--- src/rtl/bit_serializer_pkg.sv ---
// Shared types and sizing for the byte-to-serial feeder of the "1101" detector.
package bit_serializer_pkg;

   localparam int unsigned DEF_W = 8;
   localparam int unsigned CNT_W = 8;
   localparam int unsigned GAP_W = 4;

   typedef enum logic [1:0] {
      ST_IDLE  = 2'd0,
      ST_SHIFT = 2'd1,
      ST_GAP   = 2'd2
   } state_t;

endpackage

--- src/rtl/bit_serializer_if.sv ---
// Byte-in / bit-out bundle between an upstream producer and bit_serializer.
interface bit_serializer_if
   import bit_serializer_pkg::*;
#(
   parameter int unsigned W = DEF_W
) ();

   logic             i_byte_valid;
   logic [W-1:0]     i_byte;
   logic             o_byte_ready;
   logic             i_stall;
   logic             i_flush;
   logic             o_valid;
   logic             o_data;
   logic             o_last;
   logic             o_busy;
   logic [CNT_W-1:0] o_byte_cnt;

   modport master (
      output i_byte_valid, i_byte, i_stall, i_flush,
      input  o_byte_ready, o_valid, o_data, o_last, o_busy, o_byte_cnt
   );

   modport slave (
      input  i_byte_valid, i_byte, i_stall, i_flush,
      output o_byte_ready, o_valid, o_data, o_last, o_busy, o_byte_cnt
   );

endinterface

--- src/rtl/bit_serializer_hold_reg.sv ---
// One-entry valid/ready holding register with synchronous flush.
// Ready is registered and equals the inverse of the next occupancy.
module serial_hold_reg
   import bit_serializer_pkg::*;
#(
   parameter int unsigned W = DEF_W
) (
   input  logic         i_clk,
   input  logic         i_rst_n,
   input  logic         i_flush,
   input  logic         i_wr_valid,
   input  logic [W-1:0] i_wr_data,
   output logic         o_wr_ready,
   input  logic         i_rd_en,
   output logic         o_rd_valid,
   output logic [W-1:0] o_rd_data
);

   logic         r_vld;
   logic         r_ready;
   logic [W-1:0] r_data;
   logic         w_wr_fire;
   logic         w_vld_nxt;

   // Flush beats a same-cycle write; a write can only happen while empty.
   assign w_wr_fire = i_wr_valid & r_ready & ~i_flush;
   assign w_vld_nxt = i_flush   ? 1'b0 :
                      w_wr_fire ? 1'b1 :
                      i_rd_en   ? 1'b0 : r_vld;

   always_ff @(posedge i_clk or negedge i_rst_n) begin
      if (!i_rst_n) begin
         r_vld   <= 1'b0;
         r_ready <= 1'b0;
         r_data  <= '0;
      end else begin
         r_vld   <= w_vld_nxt;
         r_ready <= ~w_vld_nxt;
         if (w_wr_fire) r_data <= i_wr_data;
      end
   end

   assign o_wr_ready = r_ready;
   assign o_rd_valid = r_vld;
   assign o_rd_data  = r_data;

endmodule

--- src/rtl/bit_serializer.sv ---
// Parallel-to-serial feeder: bytes in over valid/ready, one valid-qualified bit per cycle out,
// with optional inter-byte gap, downstream stall and synchronous flush.
module bit_serializer
   import bit_serializer_pkg::*;
#(
   parameter int unsigned W         = DEF_W,
   parameter bit          MSB_FIRST = 1'b1,
   parameter int unsigned GAP       = 0
) (
   input  logic              i_clk,
   input  logic              i_rst_n,
   bit_serializer_if.slave   bus
);

   localparam int unsigned          IDX_W    = $clog2(W);
   localparam logic [IDX_W-1:0]     LAST_IDX = IDX_W'(W - 1);
   localparam logic [IDX_W-1:0]     PEN_IDX  = IDX_W'(W - 2);
   localparam bit                   HAS_GAP  = (GAP > 0);
   localparam logic [GAP_W-1:0]     GAP_LD   = HAS_GAP ? GAP_W'(GAP - 1) : '0;

   state_t           r_state;
   logic [W-1:0]     r_shift;
   logic [IDX_W-1:0] r_bit_idx;
   logic [GAP_W-1:0] r_gapcnt;
   logic             r_valid;
   logic             r_data;
   logic             r_last;
   logic [CNT_W-1:0] r_byte_cnt;

   logic             w_hold_vld;
   logic [W-1:0]     w_hold_data;
   logic             w_hold_ready;
   logic             w_byte_done;
   logic             w_slot_free;
   logic             w_load;
   logic             w_first_bit;
   logic [W-1:0]     w_shift_nxt;
   logic             w_next_bit;

   serial_hold_reg #(.W(W)) u_hold (
      .i_clk      (i_clk),
      .i_rst_n    (i_rst_n),
      .i_flush    (bus.i_flush),
      .i_wr_valid (bus.i_byte_valid),
      .i_wr_data  (bus.i_byte),
      .o_wr_ready (w_hold_ready),
      .i_rd_en    (w_load),
      .o_rd_valid (w_hold_vld),
      .o_rd_data  (w_hold_data)
   );

   // A byte finishes when its last bit has been presented and is not stalled.
   assign w_byte_done = (r_state == ST_SHIFT) & r_valid & (r_bit_idx == LAST_IDX)
                        & ~bus.i_stall & ~bus.i_flush;
   assign w_slot_free = (r_state == ST_IDLE)
                        | ((r_state == ST_GAP) & (r_gapcnt == '0))
                        | (w_byte_done & ~HAS_GAP);
   assign w_load      = w_hold_vld & w_slot_free & ~bus.i_stall & ~bus.i_flush;

   assign w_first_bit = MSB_FIRST ? w_hold_data[W-1] : w_hold_data[0];
   assign w_shift_nxt = MSB_FIRST ? (r_shift << 1) : (r_shift >> 1);
   assign w_next_bit  = MSB_FIRST ? w_shift_nxt[W-1] : w_shift_nxt[0];

   always_ff @(posedge i_clk or negedge i_rst_n) begin
      if (!i_rst_n) begin
         r_state    <= ST_IDLE;
         r_shift    <= '0;
         r_bit_idx  <= '0;
         r_gapcnt   <= '0;
         r_valid    <= 1'b0;
         r_data     <= 1'b0;
         r_last     <= 1'b0;
         r_byte_cnt <= '0;
      end else if (bus.i_flush) begin
         r_state  <= ST_IDLE;
         r_gapcnt <= '0;
         r_valid  <= 1'b0;
         r_last   <= 1'b0;
      end else begin
         if (w_byte_done) r_byte_cnt <= r_byte_cnt + CNT_W'(1);
         if (w_load) begin
            r_state   <= ST_SHIFT;
            r_shift   <= w_hold_data;
            r_data    <= w_first_bit;
            r_bit_idx <= '0;
            r_valid   <= 1'b1;
            r_last    <= 1'b0;
         end else begin
            case (r_state)
               ST_SHIFT: begin
                  if (bus.i_stall) begin
                     r_valid <= 1'b0;
                     r_last  <= 1'b0;
                  end else if (!r_valid) begin
                     // Resume after a stall: re-present the held bit.
                     r_valid <= 1'b1;
                     r_last  <= (r_bit_idx == LAST_IDX);
                  end else if (r_bit_idx != LAST_IDX) begin
                     r_shift   <= w_shift_nxt;
                     r_data    <= w_next_bit;
                     r_bit_idx <= r_bit_idx + IDX_W'(1);
                     r_last    <= (r_bit_idx == PEN_IDX);
                  end else if (HAS_GAP) begin
                     r_state  <= ST_GAP;
                     r_gapcnt <= GAP_LD;
                     r_valid  <= 1'b0;
                     r_last   <= 1'b0;
                  end else begin
                     r_state <= ST_IDLE;
                     r_valid <= 1'b0;
                     r_last  <= 1'b0;
                  end
               end
               ST_GAP: begin
                  r_valid <= 1'b0;
                  r_last  <= 1'b0;
                  if (r_gapcnt != '0) r_gapcnt <= r_gapcnt - GAP_W'(1);
                  else                r_state  <= ST_IDLE;
               end
               default: begin
                  r_state <= ST_IDLE;
                  r_valid <= 1'b0;
                  r_last  <= 1'b0;
               end
            endcase
         end
      end
   end

   assign bus.o_byte_ready = w_hold_ready;
   assign bus.o_valid      = r_valid;
   assign bus.o_data       = r_data;
   assign bus.o_last       = r_last;
   assign bus.o_busy       = (r_state != ST_IDLE) | w_hold_vld;
   assign bus.o_byte_cnt   = r_byte_cnt;

endmodule

--- src/flat_wrapper.sv ---
// flat-port wrapper written by rule: the top's interface ports become plain ports
module bit_serializer_flat import bit_serializer_pkg::*;
#(
   parameter int unsigned W         = DEF_W,
   parameter bit          MSB_FIRST = 1'b1,
   parameter int unsigned GAP       = 0
)
  (i_clk, i_rst_n, bus_i_byte_valid, bus_i_byte, bus_i_stall, bus_i_flush, bus_o_byte_ready, bus_o_valid, bus_o_data, bus_o_last, bus_o_busy, bus_o_byte_cnt);
  bit_serializer_if #(.W(W)) bus_i ();
  input  logic i_clk;
  input  logic i_rst_n;
  input wire logic [$bits(bus_i.i_byte_valid)-1:0] bus_i_byte_valid;
  input wire logic [$bits(bus_i.i_byte)-1:0] bus_i_byte;
  input wire logic [$bits(bus_i.i_stall)-1:0] bus_i_stall;
  input wire logic [$bits(bus_i.i_flush)-1:0] bus_i_flush;
  output wire logic [$bits(bus_i.o_byte_ready)-1:0] bus_o_byte_ready;
  output wire logic [$bits(bus_i.o_valid)-1:0] bus_o_valid;
  output wire logic [$bits(bus_i.o_data)-1:0] bus_o_data;
  output wire logic [$bits(bus_i.o_last)-1:0] bus_o_last;
  output wire logic [$bits(bus_i.o_busy)-1:0] bus_o_busy;
  output wire logic [$bits(bus_i.o_byte_cnt)-1:0] bus_o_byte_cnt;
  assign bus_i.i_byte_valid = bus_i_byte_valid;
  assign bus_i.i_byte = bus_i_byte;
  assign bus_i.i_stall = bus_i_stall;
  assign bus_i.i_flush = bus_i_flush;
  assign bus_o_byte_ready = bus_i.o_byte_ready;
  assign bus_o_valid = bus_i.o_valid;
  assign bus_o_data = bus_i.o_data;
  assign bus_o_last = bus_i.o_last;
  assign bus_o_busy = bus_i.o_busy;
  assign bus_o_byte_cnt = bus_i.o_byte_cnt;
  bit_serializer #(.W(W), .MSB_FIRST(MSB_FIRST), .GAP(GAP)) u_core (.i_clk(i_clk), .i_rst_n(i_rst_n), .bus(bus_i));
endmodule
--- config.mk ---
export PLATFORM = sky130hd
export DESIGN_NAME = bit_serializer_flat
export DESIGN_NICKNAME = d
export VERILOG_FILES = /design/src/rtl/bit_serializer_pkg.sv /design/src/rtl/bit_serializer_if.sv /design/src/rtl/bit_serializer_hold_reg.sv /design/src/rtl/bit_serializer.sv /design/src/flat_wrapper.sv
export SDC_FILE = /design/constraint.sdc
export NUM_CORES = 1
export LEC_CHECK = 0
export CORE_ASPECT_RATIO = 0.6
export CORE_MARGIN = 2
export CORE_UTILIZATION = 50
export DETAILED_ROUTE_END_ITERATION = 12
export GPL_TIMING_DRIVEN = 0
export PLACE_DENSITY = 0.8
export SLEW_MARGIN = 20
export SYNTH_ARGS = -nofsm -noshare
export SYNTH_HDL_FRONTEND = slang
export SYNTH_SLANG_ARGS = --single-unit
--- constraint.sdc ---
create_clock -name i_clk -period 2.1 [get_ports i_clk]
set_input_delay 0.42 -clock i_clk [delete_from_list [all_inputs] [get_ports i_clk]]
set_output_delay 0.42 -clock i_clk [all_outputs]
set_load 0.01 [all_outputs]
### Yosys cells after proc, flatten, opt, wreduce, memory -nomap -nowiden

Index checks and enable logic that the tools add are counted.
W data, S select, Z words.

* input bits: 13
* register bits after elaboration: 37
* output and inout port bits: 13
* word-level logic and storage cells: 95

* mux-type cells: 41
* reduce and logical (&&, ||, !) cells: 13
* bitwise operators: 16
* add/subtract/negate cells: 3
* equal/unequal tests: 11

Operators with widths (count)
* $mux W7: 5
* $mux W1: 20
* $mux W4: 4
* $mux W3: 5
* $mux W2: 6
* $ne A4 B4 Y1 const B: 3
* $reduce_bool A2 Y1: 6
* $and A1 B1 Y1: 10
* $add A8 B1 Y8 const B: 1
* $eq A3 B3 Y1 const B: 2
* $reduce_and A5 Y1: 1
* $logic_not A4 Y1: 1
* $ne A4 B3 Y1 const B: 1
* $pmux W2 S2: 1
* $reduce_and A4 Y1: 1
* $reduce_bool A4 Y1: 1
* $sub A4 B1 Y4 const B: 1
* $add A3 B1 Y3 const B: 1
* $ne A3 B3 Y1 const B: 1
* $not A1 Y1: 3
* $or A1 B1 Y1: 3
* $reduce_and A3 Y1: 1
* $eq A2 B1 Y1 const B: 1
* $eq A2 B2 Y1 const B: 1
* other kinds (4): 4

### Logic depth before layout (Yosys ltp)

* word-level depth: 13
* depth in mapped cells: 7
* depth with buffers taken out: 6

### Hierarchy

From an unflattened synthesis, not the netlist that was laid out.

* cell total of the unflattened synthesis: 129
* area total of the unflattened synthesis: 1421.4 µm²

By module, submodules not included
* bit_serializer: cells an instance 106, seq. area each 550.5 µm², instances 1, area each 1037.2 µm²
* serial_hold_reg: cells an instance 23, seq. area each 250.2 µm², instances 1, area each 384.1 µm²

### Worst setup path before layout

Ideal clock, no wire load.

* path kind: register to register
* start point: reg u_core.r_bit_idx[1]
* end point: reg u_core.r_data, in the netlist u_core.bus.o_data
* path buffers: 1
* library setup time: 137 ps
* clock period less this slack: 1714 ps
* data arrival time: 1577 ps
* path slack: 386 ps
* data required time: 1963 ps
* stages on the path, launching flop included: 8
* cell sequence: dfrtp_1 -> ha_1 -> ha_1 -> nand2_1 -> a2111o_1 -> buf_6 -> mux2i_1 -> a21oi_1

* word-level cells in the longest chain between the ends: 10
* elaborated cells on any way between the ends: 15
* those cells by class: eq/ne: 3; mux: 1; bitwise: 7; reduce/logical: 4

Ends and longest elaborated chain
* start, declared: RTL line bit_serializer.sv:23 `logic [IDX_W-1:0] r_bit_idx;`
* start signal, assigned: RTL line bit_serializer.sv:101 `r_bit_idx <= r_bit_idx + IDX_W'(1);`
* $eq A3 B3 Y1: RTL line bit_serializer.sv:53 `assign w_byte_done = (r_state == ST_SHIFT) & r_valid & (r_bit_idx == LAST_IDX)`
* $and A1 B1 Y1: RTL line bit_serializer.sv:53
* $and A1 B1 Y1 (2 in series): RTL line bit_serializer.sv:54 `& ~bus.i_stall & ~bus.i_flush;`
* $or A1 B1 Y1: RTL line bit_serializer.sv:57 `| (w_byte_done & ~HAS_GAP);`
* $and A1 B1 Y1 (3 in series): RTL line bit_serializer.sv:58 `assign w_load = w_hold_vld & w_slot_free & ~bus.i_stall & ~bus.i_flush;`
* $ne A2 B1 Y1 (no source line) / $reduce_bool A2 Y1 (equally long branches)
* $reduce_and A5 Y1 (no source line)
* end signal, assigned: RTL line bit_serializer.sv:84 `r_data <= w_first_bit;`
* end signal, assigned: RTL line bit_serializer.sv:100 `r_data <= w_next_bit;`
* end, declared: RTL line bit_serializer.sv:26 `logic r_data;`

Parallel ways exist; a longest one is shown, timed or not.
A chain may end at the register's enable or synchronous reset.

### Final worst setup path

* start point: reg u_core.r_bit_idx[1]
* end point: reg u_core.r_shift[0]

* word-level cells in the longest chain between the ends: 10
* elaborated cells on any way between the ends: 15
* those cells by class: eq/ne: 3; mux: 1; bitwise: 7; reduce/logical: 4

Ends and longest elaborated chain
* $eq A3 B3 Y1: RTL line bit_serializer.sv:53
* $and A1 B1 Y1: RTL line bit_serializer.sv:53
* $and A1 B1 Y1 (2 in series): RTL line bit_serializer.sv:54
* $or A1 B1 Y1: RTL line bit_serializer.sv:57
* $and A1 B1 Y1 (3 in series): RTL line bit_serializer.sv:58
* $ne A2 B1 Y1 (no source line) / $reduce_bool A2 Y1 (equally long branches)
* $reduce_and A5 Y1 (no source line)
* end signal, assigned: RTL line bit_serializer.sv:83 `r_shift <= w_hold_data;`
* end signal, assigned: RTL line bit_serializer.sv:99 `r_shift <= w_shift_nxt;`
* end, declared: RTL line bit_serializer.sv:22 `logic [W-1:0] r_shift;`

Parallel ways exist; a longest one is shown, timed or not.

==> impl_metrics.csv <==
group,metric,value,unit
route,route.vias.total,995,
synthesis,fraction_of_the_mapped_netlist_area_in_compound_gates,0.0803,
synthesis,post-synth-top-count-cell,"sky130_fd_sc_hd__dfrtp_1",
critical_path,cp.required,2.24,ns
clock_network,cts.repair_timing.setup_buffer_count,0,
cells_and_area,layout.nets,168,
synthesis,synth-edff-count,0,
critical_path,critical-path-slowest-cell,"sky130_fd_sc_hd__dfrtp_1",
clock_network,ctsLongestPathBuffers,2,
floorplan,die_y,45.0,um
clock_network,cts.sink_count,32,
critical_path,slowest_delay,0.40,ns
synthesis,ys_seq_area_frac,0.571,
synthesis,syn-num-nets,136,
synthesis,synthesis.area_per_instance,11.8,sq um
cells_and_area,multi_input_comb_area,557,sq um
global_route,grt_max_degree,33,
critical_path,crit_path_frequent_cell,"sky130_fd_sc_hd__ha_1",
route,drc,0,
timing,max_slew_vio_count,0,
timing,number_of_failing_setup_endpoints_in_the_final_timing_report,0,
critical_path,cp-start-kind,"flop",
placement,hpwl,1.84,mm
critical_path,cp_data_arrival_time,2.04,ns
clock_network,clock_tree_from_tritoncts,"done",
synthesis,postSynth.topFlopCell,"sky130_fd_sc_hd__dfrtp_1",
critical_path,r2r_cells,6,
floorplan,boundaryPins,26,
route,dr.first_iter.drc_count,75,
status,status,"completed",
floorplan,core_area,2570,sq um
clock_network,cts-buffers-inserted,5,
cells_and_area,layout.cell_area.non_filler,1780,sq um
floorplan,initial_utilization,0.545,
timing,fin_hold_viols,0,
critical_path,crit_path_cell_trace,"ha_1, ha_1, and2b_1, o221a_2, clkbuf_1, o22ai_1",
power,design_power_total,1.63,mW
synthesis,postSynth.asyncResetShare,1.00,
synthesis,synth-adder-area-share,0.0357,
power,power.static_leakage,0.821,nW
synthesis,synth_xor_xnor_area_share,0.0437,
cells_and_area,nFillCells,178,
synthesis,ys_top_cells_by_area,"sky130_fd_sc_hd__dfrtp_1 (57%), sky130_fd_sc_hd__mux2_2 (7.2%), sky130_fd_sc_hd__mux2i_1 (5.0%), sky130_fd_sc_hd__xnor2_1 (3.7%), sky130_fd_sc_hd__a21oi_1 (3.6%)",
route,routed_wirelength,2.58,mm
synthesis,synthCells,119,
critical_path,regToRegStartpoint,"u_core.r_bit_idx[1]",
cells_and_area,num_antenna_cells,0,
clock_network,postCtsHoldBufs,0,
synthesis,synth_mux_area_frac,0.122,
synthesis,largest_family_of_logic_cells_by_synthesized_area,"multiplexers",
timing,worstMarginPinSlew,0.692,ns
synthesis,netlist_area,1400,sq um
timing,timing.final.crit_period,1.90,ns
timing,holdWs,0.180,ns
global_route,groute.usage.overall,0.185,
timing,totalNegativeSetupSlack,0,ns
synthesis,yosys.area.top_type,"sky130_fd_sc_hd__dfrtp_1",
synthesis,synth_top_area_share,0.571,
power,p_per_area,919,nW/um^2
global_route,global_route.overflow_total,0,
timing,min_period_over_period,0.906,
critical_path,endpoint_kind,"flop",
placement,placed_cells_incl_taps,176,
timing,slew_headroom,0.539,
cells_and_area,final_layout_size_suffix_gt1_frac,0.125,
cells_and_area,instances_no_fill,184,
critical_path,timing.rr.end,"u_core.r_shift[0]",
clock_network,clkSlewWorstSetupHoldPaths,0.06,ns
global_route,antenna_found_initial,0,
synthesis,yosysUniqueCellTypes,27,
critical_path,timing_worst_setup_path_type,"reg2reg",
cells_and_area,area_delta_synth_final,26.8,%
timing,rsz0062_at_grt,"false",
clock_network,post_cts_resize_count,0,
global_route,first_global_vias,982,
synthesis,netlist_top_cells_count,"sky130_fd_sc_hd__dfrtp_1 (32), sky130_fd_sc_hd__a21oi_1 (10), sky130_fd_sc_hd__mux2_2 (9), sky130_fd_sc_hd__nor2_1 (9)",
critical_path,timing.critical_path.from,"u_core.r_bit_idx[1]",
placement,io_buffer_count,25,
floorplan,core.rowCount,14,
route,detailed_route_wire_length_per_cell,14.0,um
synthesis,yosys.area_share.simple,0.115,
critical_path,worst_path_maximum_fanout,10,
floorplan,die_width,72.4,um
cells_and_area,fin_util,0.690,
timing,fin_skew,0.00567,ns
critical_path,critPathBufInv,1,
clock_network,cts-htree-levels,2,
floorplan,die_footprint,3260,sq um
timing,setup_ws,0.198,ns
route,firstDrtPassIters,4,
critical_path,setup.reg_to_reg.worst_slack,0.20,ns
critical_path,critical_path.top_delay_family,"adder cells",
route,route.detailed.vias_per_inst,5.41,
synthesis,synthesis.yosys.warnings,0,
placement,placed_cell_area,1690,sq um
cells_and_area,layout.area.seq,801,sq um
hold_path,hold_class,"in2async",
clock_network,clock_insertion_delay_worst_skew,0.28,ns
power,irDropWorstVdd,0.000613,V
placement,dp_worst_setup_slack,-0.0757,ns
job,drv.max_cap_violation_count,0,
timing,max_freq,526,MHz
global_route,grt_pass1_wl,4.28,mm
placement,gp_routability_congestion,0.678,
route,ant_nets,0,
synthesis,register_bit_count_reported_by_yosys,32,
clock_network,ctsRootBufferMaster,"sky130_fd_sc_hd__clkbuf_8",
## cell type report
class / instances / area share
sequential: 32 / 0.450
multi-input combinational: 77 / 0.313
timing repair buffer: 25 / 0.138
clock buffer: 8 / 0.0507
tap: 32 / 0.0225
inverter: 7 / 0.0148
buffer: 3 / 0.0106
## sequential cells by signal (all words and copies together), names as in the netlist
name	cells
u_core.bus.o_data	1
u_core.r_bit_idx	3
u_core.u_hold.o_rd_data	8
u_core.r_state	1
u_core.r_shift	7
u_core.u_hold.o_rd_valid	1
u_core.bus.o_byte_cnt	8
u_core.u_hold.o_wr_ready	1
u_core.bus.o_last	1
u_core.bus.o_valid	1
## layout by cell type, fill, tap and decap left out
cell type,n
sky130_fd_sc_hd__a2111o_1,1
sky130_fd_sc_hd__a21oi_1,10
sky130_fd_sc_hd__and2_1,1
sky130_fd_sc_hd__and2b_1,1
sky130_fd_sc_hd__and3_1,2
sky130_fd_sc_hd__buf_2,1
sky130_fd_sc_hd__buf_6,1
sky130_fd_sc_hd__clkbuf_1,4
sky130_fd_sc_hd__clkbuf_8,6
sky130_fd_sc_hd__clkdlybuf4s50_1,24
sky130_fd_sc_hd__dfrtp_1,32
sky130_fd_sc_hd__ha_1,4
sky130_fd_sc_hd__inv_1,7
sky130_fd_sc_hd__mux2_2,9
sky130_fd_sc_hd__mux2i_1,7
sky130_fd_sc_hd__nand2_1,6
sky130_fd_sc_hd__nand2b_1,2
sky130_fd_sc_hd__nand3_1,2
sky130_fd_sc_hd__nand3b_1,1
sky130_fd_sc_hd__nand4_1,4
sky130_fd_sc_hd__nand4b_1,1
sky130_fd_sc_hd__nor2_1,9
sky130_fd_sc_hd__nor2_2,1
sky130_fd_sc_hd__o21a_1,1
sky130_fd_sc_hd__o21ai_0,4
sky130_fd_sc_hd__o221a_2,1
sky130_fd_sc_hd__o22ai_1,2
sky130_fd_sc_hd__or3b_1,1
sky130_fd_sc_hd__xnor2_1,6
sky130_fd_sc_hd__xor2_1,1
## power breakdown
group / internal [mW] / total [mW] / switching (mW)
combinational: 0.170 / 0.321 / 0.151
clock: 0.267 / 0.475 / 0.208
sequential: 0.753 / 0.837 / 0.0842
total: 1.19 / 1.63 / 0.443
## how the worst max path moves through the flow
stage / end / cells past startpoint
2_1_floorplan: u_core.bus.o_data / 7
5_1_grt: u_core.r_shift[6] / 7
4_1_cts: u_core.r_bit_idx[0] / 7
6_report: u_core.r_shift[0] / 6
3_5_place_dp: u_core.bus.o_byte_cnt[1] / 4
3_3_place_gp: u_core.bus.o_byte_cnt[1] / 4
## kinds of logic after synthesis
logic type | after synthesis
AOI/OAI and AO/OA | 19
xor gates and xnor gates | 7
adders and majority gates | 4
buffers and inverters | 10
DFF | 32
muxes | 16
and+or+nand+nor | 31
## metal layers
| metal | track usage | routed length, um | share of wire |
|---|---|---|---|
| met1 | 0.207 | 1150 | 0.44 |
| met2 | 0.321 | 1270 | 0.49 |
| met3 | 0.0915 | 147 | 0.057 |
| met4 | 0.0556 | 20 | 0.0077 |
| met5 | 0 | 0 | 0 |
Note: power is estimated with default switching activity, not from simulation.
